## src/rtl/arb_sram_bridge_pkg.sv

```systemverilog
// arb_sram_bridge_pkg: shared state encoding and marker word layout for the SRAM bridge
package arb_sram_bridge_pkg;
  typedef enum logic [1:0] {PASS = 2'd0, MARK = 2'd1, DROP = 2'd2} state_t;
  localparam int MARK_ID_MSB = 31;
  localparam int MARK_ID_LSB = 28;
  localparam int MARK_CNT_W = 16;
  localparam logic [3:0] MARK_ID_DEF = 4'hF;
  function automatic logic [31:0] mark_word(input logic [3:0] id, input logic [MARK_CNT_W-1:0] n);
    logic [31:0] w;
    w = '0;
    w[MARK_ID_MSB:MARK_ID_LSB] = id;
    w[MARK_CNT_W-1:0] = n;
    return w;
  endfunction
endpackage

```

## src/rtl/arb_sram_bridge_if.sv

```systemverilog
// arb_sram_bridge_if: arbiter-side, SRAM-FIFO-side and status signals of the bridge
interface arb_sram_bridge_if;
  logic        DROP_EN;
  logic        IN_VALID;
  logic [31:0] IN_DATA;
  logic        IN_READ;
  logic        OUT_READ_NEXT;
  logic        OUT_EMPTY;
  logic [31:0] OUT_DATA;
  logic        FIFO_FULL;
  logic [7:0]  LOST_CNT;
  logic        OVERFLOW;
  modport master (
    output DROP_EN, IN_VALID, IN_DATA, OUT_READ_NEXT, FIFO_FULL,
    input  IN_READ, OUT_EMPTY, OUT_DATA, LOST_CNT, OVERFLOW
  );
  modport slave (
    input  DROP_EN, IN_VALID, IN_DATA, OUT_READ_NEXT, FIFO_FULL,
    output IN_READ, OUT_EMPTY, OUT_DATA, LOST_CNT, OVERFLOW
  );
endinterface

```

## src/rtl/arb_sram_bridge_sfifo.sv

```systemverilog
// bridge_sfifo: show-ahead synchronous circular FIFO with count
module bridge_sfifo #(
  parameter int DEPTH = 8,
  parameter int ABITS = 3,
  parameter int W = 32
) (
  input  logic           clk,
  input  logic           rst_n,
  input  logic           push,
  input  logic           pop,
  input  logic [W-1:0]   din,
  output logic [W-1:0]   dout,
  output logic           full,
  output logic           empty,
  output logic [ABITS:0] count
);
  localparam int CW = ABITS + 1;
  logic [W-1:0] mem [DEPTH];
  logic [ABITS-1:0] wp, rp;
  logic do_push, do_pop;
  assign empty = count == '0;
  assign full = count == CW'(DEPTH);
  assign do_pop = pop && !empty;
  assign do_push = push && (!full || do_pop);
  assign dout = empty ? '0 : mem[rp];
  always_ff @(posedge clk)
    if (do_push) mem[wp] <= din;
  always_ff @(posedge clk or negedge rst_n)
    if (!rst_n) begin
      wp <= '0;
      rp <= '0;
      count <= '0;
    end else begin
      wp <= do_push ? wp + 1'b1 : wp;
      rp <= do_pop ? rp + 1'b1 : rp;
      count <= count + CW'(do_push) - CW'(do_pop);
    end
endmodule

```

## src/rtl/arb_sram_bridge.sv

```systemverilog
// arb_sram_bridge: elastic arbiter-to-SRAM-FIFO bridge with drop mode and lost-word marker
module arb_sram_bridge
  import arb_sram_bridge_pkg::*;
#(
  parameter int DEPTH = 8,
  parameter int ABITS = 3,
  parameter logic [3:0] MARK_ID = MARK_ID_DEF
) (
  input logic BUS_CLK,
  input logic BUS_RST_B,
  arb_sram_bridge_if.slave bus
);
  localparam logic [ABITS:0] DEPTH_C = (ABITS + 1)'(DEPTH);
  state_t state_q, state_d;
  logic [MARK_CNT_W-1:0] ep_cnt, ep_nxt;
  logic [7:0] lost_cnt;
  logic [ABITS:0] count;
  logic [31:0] din;
  logic overflow, in_read, push, drop, full, empty;
  assign drop = state_q == DROP && bus.IN_VALID;
  assign ep_nxt = drop && ep_cnt != '1 ? ep_cnt + 1'b1 : ep_cnt;
  always_comb begin
    state_d = state_q;
    in_read = 1'b0;
    push = 1'b0;
    din = bus.IN_DATA;
    case (state_q)
      PASS: begin
        in_read = bus.IN_VALID && count < DEPTH_C;
        push = in_read;
        state_d = bus.FIFO_FULL && bus.DROP_EN ? DROP : PASS;
      end
      DROP: begin
        in_read = bus.IN_VALID;
        state_d = !bus.FIFO_FULL || !bus.DROP_EN ? (ep_nxt != '0 ? MARK : PASS) : DROP;
      end
      MARK: begin
        push = !full;
        din = mark_word(MARK_ID, ep_cnt);
        state_d = full ? MARK : PASS;
      end
      default: state_d = PASS;
    endcase
  end
  always_ff @(posedge BUS_CLK or negedge BUS_RST_B)
    if (!BUS_RST_B) begin
      state_q <= PASS;
      ep_cnt <= '0;
      lost_cnt <= '0;
      overflow <= 1'b0;
    end else begin
      state_q <= state_d;
      ep_cnt <= state_q == MARK && !full ? '0 : ep_nxt;
      lost_cnt <= drop && lost_cnt != 8'hFF ? lost_cnt + 1'b1 : lost_cnt;
      overflow <= overflow | drop;
    end
  bridge_sfifo #(.DEPTH(DEPTH), .ABITS(ABITS), .W(32)) u_fifo (
    .clk(BUS_CLK),
    .rst_n(BUS_RST_B),
    .push(push),
    .pop(bus.OUT_READ_NEXT),
    .din(din),
    .dout(bus.OUT_DATA),
    .full(full),
    .empty(empty),
    .count(count)
  );
  assign bus.IN_READ = BUS_RST_B && in_read;
  assign bus.OUT_EMPTY = empty;
  assign bus.LOST_CNT = lost_cnt;
  assign bus.OVERFLOW = overflow;
endmodule

```

## src/flat_wrapper.sv

```systemverilog
// flat-port wrapper written by rule: the top's interface ports become plain ports
module arb_sram_bridge_flat import arb_sram_bridge_pkg::*;
#(
  parameter int DEPTH = 8,
  parameter int ABITS = 3,
  parameter logic [3:0] MARK_ID = MARK_ID_DEF
)
  (BUS_CLK, BUS_RST_B, bus_DROP_EN, bus_IN_VALID, bus_IN_DATA, bus_OUT_READ_NEXT, bus_FIFO_FULL, bus_IN_READ, bus_OUT_EMPTY, bus_OUT_DATA, bus_LOST_CNT, bus_OVERFLOW);
  arb_sram_bridge_if bus_i ();
  input logic BUS_CLK;
  input logic BUS_RST_B;
  input wire logic [$bits(bus_i.DROP_EN)-1:0] bus_DROP_EN;
  input wire logic [$bits(bus_i.IN_VALID)-1:0] bus_IN_VALID;
  input wire logic [$bits(bus_i.IN_DATA)-1:0] bus_IN_DATA;
  input wire logic [$bits(bus_i.OUT_READ_NEXT)-1:0] bus_OUT_READ_NEXT;
  input wire logic [$bits(bus_i.FIFO_FULL)-1:0] bus_FIFO_FULL;
  output wire logic [$bits(bus_i.IN_READ)-1:0] bus_IN_READ;
  output wire logic [$bits(bus_i.OUT_EMPTY)-1:0] bus_OUT_EMPTY;
  output wire logic [$bits(bus_i.OUT_DATA)-1:0] bus_OUT_DATA;
  output wire logic [$bits(bus_i.LOST_CNT)-1:0] bus_LOST_CNT;
  output wire logic [$bits(bus_i.OVERFLOW)-1:0] bus_OVERFLOW;
  assign bus_i.DROP_EN = bus_DROP_EN;
  assign bus_i.IN_VALID = bus_IN_VALID;
  assign bus_i.IN_DATA = bus_IN_DATA;
  assign bus_i.OUT_READ_NEXT = bus_OUT_READ_NEXT;
  assign bus_i.FIFO_FULL = bus_FIFO_FULL;
  assign bus_IN_READ = bus_i.IN_READ;
  assign bus_OUT_EMPTY = bus_i.OUT_EMPTY;
  assign bus_OUT_DATA = bus_i.OUT_DATA;
  assign bus_LOST_CNT = bus_i.LOST_CNT;
  assign bus_OVERFLOW = bus_i.OVERFLOW;
  arb_sram_bridge #(.DEPTH(DEPTH), .ABITS(ABITS), .MARK_ID(MARK_ID)) u_core (.BUS_CLK(BUS_CLK), .BUS_RST_B(BUS_RST_B), .bus(bus_i));
endmodule
```

## config.mk

```make
export PLATFORM = sky130hd
export DESIGN_NAME = arb_sram_bridge_flat
export DESIGN_NICKNAME = d
export VERILOG_FILES = /design/src/rtl/arb_sram_bridge_pkg.sv /design/src/rtl/arb_sram_bridge_if.sv /design/src/rtl/arb_sram_bridge_sfifo.sv /design/src/rtl/arb_sram_bridge.sv /design/src/flat_wrapper.sv
export SDC_FILE = /design/constraint.sdc
export NUM_CORES = 1
export LEC_CHECK = 0
export ABC_AREA = 0
export BUFFER_PORTS_ARGS = -buffer_cell sky130_fd_sc_hd__buf_2
export CAP_MARGIN = 10
export CORE_AREA = 2 2 162 148
export CTS_CLUSTER_SIZE = 24
export DETAILED_ROUTE_END_ITERATION = 10
export DIE_AREA = 0 0 164 150
export PLACE_DENSITY = 0.74
export SLEW_MARGIN = 20
export SYNTH_ARGS = -nofsm -noshare
export SYNTH_HDL_FRONTEND = slang
export SYNTH_SLANG_ARGS = --single-unit
```

## constraint.sdc

```tcl
create_clock -name BUS_CLK -period 4.9 [get_ports BUS_CLK]
set_input_delay 0.49 -clock BUS_CLK [delete_from_list [all_inputs] [get_ports BUS_CLK]]
set_output_delay 0.49 -clock BUS_CLK [all_outputs]
set_load 0.01 [all_outputs]
```

Word-level counts from Yosys, hierarchy flattened
Memory sizes are Yosys's and may differ from the RTL's.
Index checks and enable logic that the tools add are counted.
{ "totals": {"regBits": 37, "latch_bits": 0, "mem_bits_rw": 256, "romBits": 0, "input_bits": 38, "word_cells": 52, "n_memories": 1} }
{ "mem_list": {"columns": ["name", "words", "word_bits", "read_ports", "rd_clocked_by_memory_dff", "write_ports", "line", "rtl"], "rows": [
  ["u_core.u_fifo.mem", 8, 32, 1, 0, 1, "arb_sram_bridge_sfifo.sv:18", "logic [W-1:0] mem [DEPTH];"]
]} }
{ "op_classes": {"addsub": 6, "multipliers": 0, "div_mod_pow": 0, "order_cmp": 1, "n_eq_ne": 5, "shifts": 0, "n_mux": 13, "bitwise": 1, "reduce_logical": 18} }
{ "ops": {"columns": ["operator", "n"], "rows": [
  ["32-bit two-way mux", 2],
  ["16-bit two-way mux", 2],
  ["16-bit by 1-bit adder with 16-bit output, second input constant", 1],
  ["16-bit inequality test, second input constant", 1],
  ["16-bit nonzero test", 1],
  ["1-bit logical AND", 9],
  ["8-bit by 1-bit adder with 8-bit output, second input constant", 1],
  ["8-bit inequality test, second input constant", 1],
  ["3-bit by 1-bit adder with 3-bit output, second input constant", 2],
  ["2-bit case mux with 3 select lines", 1],
  ["4-bit by 1-bit adder with 4-bit output", 1],
  ["4-bit equality test, second input constant", 1],
  ["1-bit logical NOT", 4],
  ["4-bit logical NOT", 1],
  ["4-bit less-than comparator, second input constant", 1],
  ["1-bit two-way mux", 4],
  ["2-bit two-way mux", 2],
  ["1-bit case mux with 2 select lines", 2],
  ["4-bit by 1-bit subtractor with 4-bit output", 1],
  ["2-bit by 1-bit equality test with 1-bit output, second input constant", 1],
  ["2-bit equality test, second input constant", 1],
  ["2-bit logical NOT", 1],
  ["1-bit logical OR", 2],
  ["1-bit bitwise OR", 1]
]} }

Depth between registers and ports, before layout
{ "logic_depth": {"word_depth": 8, "depth_mapped": 13, "depth_no_buf": 13} }

Modules after synthesis
A second synthesis with hierarchy kept.
{ "unflattened": {"cells_unflattened": 650, "hier_area_um2": 12235.5} }
{ "modules_own_cells": {"columns": ["mod", "n_inst", "cells_per_inst", "area_per_inst_um2", "seq_area_each_um2"], "rows": [
  ["bridge_sfifo", 1, 433, 10193.5, 7937.6],
  ["arb_sram_bridge", 1, 217, 2042.0, 675.6]
]} }

Worst setup path before layout
No wires, ideal clock.
{ "synth_timing": {"path_type": "register -> register", "start": "register u_core.u_fifo.count[3]", "end": "memory u_core.u_fifo.mem[3][0] (enable)", "setup_time_ns": 0.468, "arrival_time_ns": 4.157, "path_slack_ns": 0.275, "stages_incl_launch_ff": 9, "synth_period_minus_slack_ns": 4.625, "path_cell_list": "dfrtp_1 > inv_1 > ha_1 > nor3b_1 > nand2b_1 > o21a_1 > nor3_1 > nand2_1 > nor3b_1"} }
{ "synth_between": {"elab_chain_len": 7, "elab_cells_between_ends": 12, "classes_between": "order compare: 1; eq/ne: 1; mux: 3; reduce/logical: 7"} }
{ "synth_lines": {"columns": ["element", "line", "rtl"], "rows": [
  ["start, declared", "arb_sram_bridge_sfifo.sv:15", "output logic [ABITS:0] count"],
  ["start signal, assigned", "arb_sram_bridge_sfifo.sv:36", "count <= count + CW'(do_push) - CW'(do_pop);"],
  ["branches (longest 4 deep; another with 4-bit less-than comparator)", null, null],
  ["1-bit logical AND (*)", "arb_sram_bridge_sfifo.sv:24", "assign do_push = push && (!full || do_pop);"],
  ["1-bit two-way mux (*)", "arb_sram_bridge_sfifo.sv:27", "if (do_push) mem[wp] <= din;"],
  ["1-bit two-way mux (implied by the code) (*)", "arb_sram_bridge_sfifo.sv:27", null],
  ["end, declared", "arb_sram_bridge_sfifo.sv:18", null]
]} }
Mark *: on every way between the ends.

Worst setup path in the final report
{ "layout_timing": {"start": "register u_core.u_fifo.count[3]", "end": "memory u_core.u_fifo.mem[0][11] (enable)"} }
The elaborated chain is that of the path after synthesis.

==> impl_metrics.yaml <==
placed_design:
  gp_congestion: 0.845
  dp_hpwl_mm: 13.9
  placed_area_um2: 13000
  io_buffers: 80
layout:
  area_growth_pct: 15.1
  drive_above_1_share_pct: 31.2
  antenna_cells: 0
  stdcell_area_um2: 14000
  nets: 813
sta:
  post-route-period-util_pct: 69.3
  setup_viol: 0
  maxSlewHeadroom_pct: 43.5
  setup_tns_ns: 0
  finalHoldViolCount: 0
  slew_violations: 0
  fin_crit_ns: 3.40
  fin_skew_ns: 0.0105
  worstMarginPinSlew_ns: 0.848
  rsz0062_at_grt: "false"
  fmax_ghz: 0.294
power:
  power.density_nw_per_um2: 557
  power.leakage_nw: 4.97
  ir_drop_mv: 0.378
global_routing:
  grt_antenna_before_repair: 0
  grt_usage_pct: 19.6
  grt_pass1_wl_mm: 36.4
  globalRoute.totalOverflow: 0
  grt_max_degree: 65
  grt_pass1_vias: 6537
setup_path:
  cp_max_fo: 25
  crit_path_start_kind: "flop"
  crit_top_cell: "nand2b_1"
  worstSetupEndpointType: "flop"
  cpLargestDelayFamily: "simple AND/OR/NAND/NOR gates"
  slowest_stage: "nor3_2"
  crit_required_ns: 5.13
  cp_num_buf_inv: 2
  critical_path_class: "flop to flop"
  critPathMaxStageDelay_ns: 0.70
  crit_chain: "inv_1 -> ha_1 -> nor3b_2 -> nand2b_1 -> o21a_1 -> nor3_1 -> nand2b_1 -> nor3_2 -> buf_12"
  cp_data_arrival_time_ns: 3.63
job:
  cap_viol_max_count: 0
logic_synthesis:
  yosys-top-cells-area: "edfxtp_1, mux4_2, dfrtp_1"
  ys_top_cells_by_count: "edfxtp_1, mux4_2, nor2_1"
  yosys_warnings: 0
  synthMuxAreaShare_pct: 16.3
  synth_top_area_share_pct: 63.2
  synth_ff_type: "edfxtp_1"
  synth_simple_gate_area_share_pct: 6.41
  synth_cells: 673
  synth_edf_count: 256
  synth.most_common_cell: "edfxtp_1"
  ys_types: 54
  synth_top_family_by_area: "multiplexers"
  ys_ff_latch: 293
  syn_nets: 722
  synth_compound_area_share_pct: 2.16
  synth_area_um2: 12200
  synth_adder_area_share_pct: 1.19
  synthArstFlopShare_pct: 12.6
  synth-seq-area-share_pct: 70.8
  syn_area_per_cell_um2: 18.1
  synth_top_cell_by_area: "edfxtp_1"
  synth_xor_area_share_pct: 1.51
clock_network:
  clkSlewWorstSetupHoldPaths_ns: 0.06
  post_cts_buffers: 0
  numCtsBuffers: 29
  cts_max_level: 1
  root_buffer: "clkbuf_16"
  cts_tree: "done"
  worstSkewPairLatency_ns: 0.55
  cts_resized: 0
  cts_hold_buf: 0
  clk_path_buf_depth: 3
  clock_sinks: 293
drt:
  wl_met2_mm: 11.6
  drt-total-wl_mm: 23.3
  ant_nets: 0
  dr.first_iter.drc_count: 513
  avgViaCountPerCell: 5.76
  drcViolationCount: 0
  dr_total_vias: 6271
  m1WireLength_mm: 10.0
  top_layer: "met4"
  met3_wirelength_mm: 1.36
  drt_pass1_iterations: 5
  wire_per_inst_um: 21.5
outcome:
  status: "completed"
floorplanning:
  fp.dieW_um: 164
  start_util_pct: 52.9
  fp.coreArea_um2: 23000
  io_pins: 81
  dieArea_um2: 24600
  rows: 53
  fp.dieH_um: 150
min_path:
  hold_path_class: "input pin to asynchronous set/reset pin"
cells by family (layout without fill, tap and decap cells):
group	count (synthesis)	after routing
mux	116	116
fa+ha+maj	11	11
compound gates	34	34
simple gates	154	154
xor+xnor	21	21
buf+inv	44	157
flops	293	293
registers in the layout, summed over array words and instances (netlist names):
signal               flops
u_core.ep_cnt           16
u_core.state_q           2
u_core.bus.OVERFLOW      1
u_core.u_fifo.rp         3
u_core.u_fifo.count      4
u_core.u_fifo.wp         3
u_core.u_fifo.mem      256
u_core.bus.LOST_CNT      8
cells in the final DEF, fill, tap and decap left out, types with 3 or more instances in the layout:
cell,n
xnor2_1,11
edfxtp_1,256
nor3_1,10
dfrtp_1,34
bufinv_16,3
nor3b_2,5
nor2_1,59
clkinv_1,4
nand4_1,4
nand2_1,20
nand2b_1,11
xor2_1,10
ha_1,10
inv_1,11
mux4_2,64
buf_12,4
clkbuf_16,29
buf_2,80
and2_1,12
and3_1,4
dfrtp_4,3
mux2_2,17
buf_4,7
a21oi_1,7
nand3_1,8
clkbuf_8,3
clkinv_2,7
mux2i_1,35
o21ai_0,9
metrics by stage:
stage / setup WS [ns] / hold WS [ns] / utilization, % / total power [mW] / instances
floorplan: 0.275 / 0.194 / - / 4.91 / 673
global placement: 1.54 / 0.450 / 56.4 / 5.61 / 1033
detailed placement: 1.45 / 0.459 / 56.4 / 5.69 / 1033
CTS: 1.42 / 0.0672 / 60.6 / 7.89 / 1086
global route: 1.18 / 0.105 / 60.9 / 8.20 / 1088
finish: 1.50 / 0.0546 / 60.9 / 7.80 / 1088
report_power, final:
part	internal, mW	total [mW]	switching [mW]	leakage (nW)
clock network	1.29	2.20	0.903	0.476
logic	1.08	2.20	1.11	1.70
registers	3.09	3.40	0.310	2.79
total	5.47	7.79	2.33	4.97
path summary, 6_finish.rpt:
check                                       startpoint  slack (ns)                  endpoint  cells past startpoint
max in group asynchronous                    BUS_RST_B        4.22       u_core.u_fifo.rp[2]                      1
worst min-delay path                         BUS_RST_B        0.05          u_core.ep_cnt[1]                      1
min in group BUS_CLK                       bus_DROP_EN        0.21         u_core.state_q[1]                      3
worst min register to register     u_core.bus.OVERFLOW        0.48       u_core.bus.OVERFLOW                      1
worst max-delay path            u_core.u_fifo.count[3]        1.50  u_core.u_fifo.mem[0][11]                      9
worst max register to register  u_core.u_fifo.count[3]        1.50  u_core.u_fifo.mem[0][11]                      9
metal layers:
metal | up-vias | GRT usage, %
met5 | - | 0
met4 | 0 | 3.68
met3 | 34 | 3.13
met2 | 205 | 33.2
met1 | 3219 | 27.5
li1 | 2813 | -
area by class of cell:
class	instances	area (um2)
multi-input combinational	336	3410
clock buffer	34	774
fill	1645	9010
clock inverter	19	190
tap	302	378
timing repair buffer	93	588
sequential	293	8620
inverter	11	41.3
worst register-to-register path, stage by stage (launching register included):
cell and delay, ns:
dfrtp_1 0.35, inv_1 0.07, ha_1 0.18, nor3b_2 0.16, nand2b_1 0.21, o21a_1 0.19
nor3_1 0.59, nand2b_1 0.34, nor3_2 0.70, buf_12 0.30
Note: power is estimated with default switching activity, not from simulation.
